==> src/rtl/debug_command_parser.sv <==
// Frames 10-byte debug commands from the UART byte stream, validates checksum/opcode
// and presents one decoded command at a time on a valid/ready handshake.
module debug_command_parser #(
   parameter int unsigned TIMEOUT_CLOCKS = 100000
) (
   input  logic        i_Clock,
   input  logic        i_Reset,
   input  logic        i_Rx_DV,
   input  logic [7:0]  i_Rx_Byte,
   output logic        o_Cmd_Valid,
   input  logic        i_Cmd_Ready,
   output logic [7:0]  o_Cmd_Opcode,
   output logic [31:0] o_Cmd_Addr,
   output logic [31:0] o_Cmd_Data,
   output logic        o_Err_Checksum,
   output logic        o_Err_Opcode,
   output logic        o_Err_Timeout,
   output logic        o_Err_Overrun
);

   localparam int unsigned CNT_W  = (TIMEOUT_CLOCKS > 2) ? $clog2(TIMEOUT_CLOCKS) : 1;
   localparam int unsigned BYTE_W = 8;
   localparam int unsigned WORD_W = 32;

   typedef enum logic [2:0] {s_IDLE, s_ADDR, s_DATA, s_CHECK, s_ISSUE} state_t;

   state_t              state_q, state_d;
   logic [1:0]          idx_q, idx_d;
   logic [BYTE_W-1:0]   xor_q, xor_d;
   logic [BYTE_W-1:0]   op_q, op_d;
   logic [WORD_W-1:0]   addr_q, addr_d;
   logic [WORD_W-1:0]   data_q, data_d;
   logic [CNT_W-1:0]    cnt_q, cnt_d;

   logic                valid_d;
   logic [BYTE_W-1:0]   cmd_op_d;
   logic [WORD_W-1:0]   cmd_addr_d, cmd_data_d;
   logic                err_chk_d, err_opc_d, err_to_d, err_ovr_d;

   logic                counting, expired, op_known, accept;

   always_comb begin
      counting = (state_q == s_ADDR) || (state_q == s_DATA) || (state_q == s_CHECK);
      expired  = counting && !i_Rx_DV && (cnt_q == CNT_W'(TIMEOUT_CLOCKS - 1));
      op_known = (op_q >= 8'h01) && (op_q <= 8'h05);
      accept   = o_Cmd_Valid && i_Cmd_Ready;
   end

   // Next-state and next-output logic
   always_comb begin
      state_d    = state_q;
      idx_d      = idx_q;
      xor_d      = xor_q;
      op_d       = op_q;
      addr_d     = addr_q;
      data_d     = data_q;
      cnt_d      = '0;
      valid_d    = o_Cmd_Valid;
      cmd_op_d   = o_Cmd_Opcode;
      cmd_addr_d = o_Cmd_Addr;
      cmd_data_d = o_Cmd_Data;
      err_chk_d  = 1'b0;
      err_opc_d  = 1'b0;
      err_to_d   = 1'b0;
      err_ovr_d  = 1'b0;

      if (counting && !i_Rx_DV) begin
         cnt_d = cnt_q + CNT_W'(1);
      end

      case (state_q)
         s_IDLE: begin
            if (i_Rx_DV) begin
               op_d    = i_Rx_Byte;
               xor_d   = i_Rx_Byte;
               idx_d   = 2'd0;
               state_d = s_ADDR;
            end
         end
         s_ADDR: begin
            if (i_Rx_DV) begin
               addr_d[{idx_q, 3'b000} +: 8] = i_Rx_Byte;
               xor_d = xor_q ^ i_Rx_Byte;
               idx_d = idx_q + 2'd1;
               if (idx_q == 2'd3) state_d = s_DATA;
            end else if (expired) begin
               err_to_d = 1'b1;
               state_d  = s_IDLE;
            end
         end
         s_DATA: begin
            if (i_Rx_DV) begin
               data_d[{idx_q, 3'b000} +: 8] = i_Rx_Byte;
               xor_d = xor_q ^ i_Rx_Byte;
               idx_d = idx_q + 2'd1;
               if (idx_q == 2'd3) state_d = s_CHECK;
            end else if (expired) begin
               err_to_d = 1'b1;
               state_d  = s_IDLE;
            end
         end
         s_CHECK: begin
            if (i_Rx_DV) begin
               state_d = s_IDLE;
               if (i_Rx_Byte != xor_q) begin
                  err_chk_d = 1'b1;
               end else if (!op_known) begin
                  err_opc_d = 1'b1;
               end else begin
                  valid_d    = 1'b1;
                  cmd_op_d   = op_q;
                  cmd_addr_d = addr_q;
                  cmd_data_d = data_q;
                  state_d    = s_ISSUE;
               end
            end else if (expired) begin
               err_to_d = 1'b1;
               state_d  = s_IDLE;
            end
         end
         s_ISSUE: begin
            // A byte in the accept cycle starts the next frame instead of overrunning
            if (accept) begin
               valid_d = 1'b0;
               state_d = s_IDLE;
               if (i_Rx_DV) begin
                  op_d    = i_Rx_Byte;
                  xor_d   = i_Rx_Byte;
                  idx_d   = 2'd0;
                  state_d = s_ADDR;
               end
            end else if (i_Rx_DV) begin
               err_ovr_d = 1'b1;
            end
         end
         default: state_d = s_IDLE;
      endcase
   end

   always_ff @(posedge i_Clock) begin
      if (i_Reset) begin
         state_q        <= s_IDLE;
         idx_q          <= '0;
         xor_q          <= '0;
         op_q           <= '0;
         addr_q         <= '0;
         data_q         <= '0;
         cnt_q          <= '0;
         o_Cmd_Valid    <= 1'b0;
         o_Cmd_Opcode   <= '0;
         o_Cmd_Addr     <= '0;
         o_Cmd_Data     <= '0;
         o_Err_Checksum <= 1'b0;
         o_Err_Opcode   <= 1'b0;
         o_Err_Timeout  <= 1'b0;
         o_Err_Overrun  <= 1'b0;
      end else begin
         state_q        <= state_d;
         idx_q          <= idx_d;
         xor_q          <= xor_d;
         op_q           <= op_d;
         addr_q         <= addr_d;
         data_q         <= data_d;
         cnt_q          <= cnt_d;
         o_Cmd_Valid    <= valid_d;
         o_Cmd_Opcode   <= cmd_op_d;
         o_Cmd_Addr     <= cmd_addr_d;
         o_Cmd_Data     <= cmd_data_d;
         o_Err_Checksum <= err_chk_d;
         o_Err_Opcode   <= err_opc_d;
         o_Err_Timeout  <= err_to_d;
         o_Err_Overrun  <= err_ovr_d;
      end
   end

endmodule

==> config.mk <==
export PLATFORM = sky130hd
export DESIGN_NAME = debug_command_parser
export DESIGN_NICKNAME = d
export VERILOG_FILES = /design/src/rtl/debug_command_parser.sv
export SDC_FILE = /design/constraint.sdc
export NUM_CORES = 1
export LEC_CHECK = 0
export CORE_ASPECT_RATIO = 1.75
export CORE_MARGIN = 10
export CORE_UTILIZATION = 58
export CTS_BUF_LIST = sky130_fd_sc_hd__clkbuf_4
export DETAILED_ROUTE_END_ITERATION = 8
export PLACE_DENSITY = 0.92
export RECOVER_POWER = 100
export SYNTH_ARGS = -nofsm -noshare
export SYNTH_HDL_FRONTEND = slang
export SYNTH_SLANG_ARGS = --single-unit
export TNS_END_PERCENT = 20
==> constraint.sdc <==
create_clock -name i_Clock -period 2.8 [get_ports i_Clock]
set_clock_uncertainty 0.2 [all_clocks]
set_input_delay 0.7 -clock i_Clock [delete_from_list [all_inputs] [get_ports i_Clock]]
set_output_delay 0.7 -clock i_Clock [all_outputs]
set_load 0.01 [all_outputs]
==> flow_summary.yaml <==
place:
  dpl.hpwl_mm: 13.11
  port_buffers: 88
  dpl-instance-area_um2: 8756
  pre_cts_ws_ns: -0.1442
  place_inst: 1080
  place_congestion: 0.8522
floorplan:
  fp.coreArea_um2: 12940
  dieArea_um2: 18400
  start_util_pct: 59.26
  die_h_um: 172.1
  ioPinCount: 89
  rows: 55
  die_x_um: 106.9
timing:
  maxSlewViolCount: 0
  tns_ns: 0
  period_needed_ns: 2.538
  timing.hold.ws_ns: 0.2663
  rsz0062_at_grt: "false"
  layout_setup_ws_ns: 0.2624
  worstMarginPinSlew_ns: 0.7188
  relSlewSlack_pct: 52.08
  setup_viol: 0
  max_freq_mhz: 394.1
  fin_crit_sh_pct: 90.63
  hold_viol: 0
logic_synthesis:
  syn_area_per_cell_um2: 8.773
  synth_area_um2: 7667
  async_flop_share_pct: 0
  netlist_instances: 874
  yosys_warnings: 0
  synthTopCellsByArea: "dfxtp_1, a21oi_1, nand4_1, o31ai_2, nand3_1"
  yosysMostFrequentCell: "dfxtp_1"
  synth_edf_count: 0
  yosysSeqAreaShare_pct: 46.74
  synth_top_area_share_pct: 46.74
  synthTopCellsByCount: "dfxtp_1, a21oi_1, nand2_1, clkbuf_1, nand4_1"
  synth_cell_type_count: 44
  syn_nets: 892
  synth_seq_cells: 179
  ys.flop_type: "dfxtp_1"
  synth_area_leader_cell: "dfxtp_1"
global_routing:
  grt_pass1_vias: 6766
  antenna_found_initial: 1
  grt_pass1_wl_mm: 32.89
  track_usage_pct: 21.78
  gr-total-overflow: 0
  grt_max_degree: 117
cells_and_area:
  final_util_pct: 68.96
  final_layout_size_suffix_gt1_share_pct: 8.502
  postLayoutCellArea_um2: 8921
  finalNetCount: 946
  layoutNonFillerInstCount: 1113
  area_delta_synth_final_pct: 16.35
  n_fill_cell: 1026
worst_setup_path:
  crit_required_ns: 3.11
  worstRegToRegCells: 5
  rr_endpoint: "o_Cmd_Opcode[0]$_SDFFE_PP0P_"
  cp_cell_sequence: "dlygate4sd3_1 -> clkbuf_1 -> and4bb_1 -> and2_0 -> nand3_1 -> a21oi_1"
  end_kind: "flop"
  path_depth: 6
  worst_path_dominant_cell_family: "simple AND/OR/NAND/NOR gates"
  rr_startpoint: "op_q[2]$_SDFFE_PP0P_"
  worst-r2r-setup-slack_ns: 0.29
  slowest_delay_ns: 0.57
  path_buf_inv: 2
  worst_ep_arrival_time_ns: 2.85
  critPathKind: "in2reg"
  cp-start-kind: "input pin"
  crit_fanout: 11
  slowest_stage: "dlygate4sd3_1"
routing:
  routed_via_density: 6.300
  drtPass1Iterations: 5
  first_iter_violations: 731
  drc: 0
  final_antenna_net_count: 0
  route.detailed.wl_per_inst_um: 18.13
  routed_wl_mm: 20.18
  vias: 7012
hold_path:
  min_from: "addr_q[14]$_SDFFE_PP0P_"
  min_path_cells: 2
  worstHoldPathType: "reg2reg"
  holdPathEnd: "addr_q[14]$_SDFFE_PP0P_"
clock_network:
  cts_buffer_depth: 2
  cts.sinks: 179
  numCtsBuffers: 17
  clk_latency_ns: 0.59
  cts_hold_buf: 0
  cts-root-buf: "clkbuf_4"
  path_clk_slew_ns: 0.14
  htreeDepth: 4
  cts_tree: "built"
  postCtsSetupBuffers: 0
  ctsResizeCount: 0
run_status:
  status: "completed"
power:
  power_leakage_nw: 3.031
  ir_drop_mv: 0.3408
  power_mw: 4.506
  p_per_area_nw_per_um2: 505.1
run:
  maxCapViolCount: 0
[placed cells by master, fill, tap and decap left out, types with 3 or more instances in the layout]
cell type	count
o31ai_1	60
buf_12	4
o31ai_2	9
clkbuf_2	3
nor2_1	21
dlygate4sd3_1	78
xor2_1	7
o21ai_0	13
or3_1	4
xnor2_1	12
ha_1	6
nor2b_1	8
clkinvlp_4	3
and2_0	8
or4_1	5
clkbuf_4	19
mux2i_1	16
a211oi_1	3
dfxtp_1	179
bufinv_16	3
and3_1	7
buf_4	25
clkbuf_1	5
nand2_1	83
a32o_1	8
nor3b_1	3
nor4_1	5
inv_1	8
a21oi_1	142
nand4_1	75
clkdlybuf4s50_1	9
nand3_1	73
nor3_1	5
[logic make-up (layout without fill, tap and decap cells)]
logic type	Yosys count	count (layout)	synth area share [%]
adder cells (fa/ha/maj)	6	6	0.9791
multiplexers	16	16	2.089
other	0	1	0
AO/OA/AOI/OAI	243	243	21.25
XOR/XNOR	19	19	2.170
AND/OR/NAND/NOR	312	312	21.48
buffers and inverters	99	166	5.304
flip-flops	179	179	46.74
[metal layers]
| metal | routed length, um | up-vias | GRT usage (%) | share of wire [%] |
|---|---|---|---|---|
| met2 | 10590 | 302 | 38.93 | 53 |
| met1 | 7399 | 3331 | 23.16 | 37 |
| met3 | 1447 | 61 | 4.957 | 7.2 |
| met5 | 0 | - | 0 | 0 |
| met4 | 733 | 0 | 11.47 | 3.6 |
| li1 | - | 3318 | - | - |
[worst max-delay path by stage]
stage	start	end	slack, ns
6_report	i_Rx_DV	data_q[22]$_SDFFE_PP0P_	0.26
5_1_grt	state_q[1]$_SDFFE_PP0P_	o_Cmd_Addr[19]$_SDFFE_PP0P_	0.13
4_1_cts	o_Cmd_Valid$_SDFFE_PP0P_	o_Cmd_Valid	0.32
3_3_place_gp	i_Rx_DV	o_Cmd_Data[13]$_SDFFE_PP0P_	-0.08
3_5_place_dp	i_Rx_DV	o_Cmd_Data[11]$_SDFFE_PP0P_	-0.14
2_1_floorplan	i_Rx_DV	o_Cmd_Data[19]$_SDFFE_PP0P_	0.50
[worst register-to-register path, stage by stage, from the launching register on]
cell and delay (ns):
dfxtp_1 0.41, a211o_1 0.38, or4_2 0.69, clkbuf_2 0.32
o31ai_1 0.30, a21oi_1 0.09
[power breakdown]
| part | internal [mW] | leakage [nW] | switching [mW] |
|---|---|---|---|
| registers | 2.57 | 1.45 | 0.0207 |
| clock network | 0.641 | 0.161 | 0.925 |
| logic | 0.109 | 1.42 | 0.239 |
| total | 3.32 | 3.03 | 1.18 |
[state kept, by name (all words and copies together), names as in the netlist, 2 cells and up]
register / cells
o_Cmd_Data: 32
xor_q: 8
o_Cmd_Addr: 32
addr_q: 32
o_Cmd_Opcode: 8
idx_q: 2
data_q: 32
state_q: 3
op_q: 8
cnt_q: 17
[layout make-up]
cell class              instances  area [um^2]  area share, %
multi-input cells             596         3585          40.18
flip-flops and latches        179         3583          40.17
repair buffers                126         1191          13.35
well taps                     171        214.0          2.398
clock inverters                14        180.2          2.020
clock buffers                  18        135.1          1.515
inverters                       8        30.03         0.3366
diodes                          1        2.502        0.02805
(Power assumes the default switching activity.)
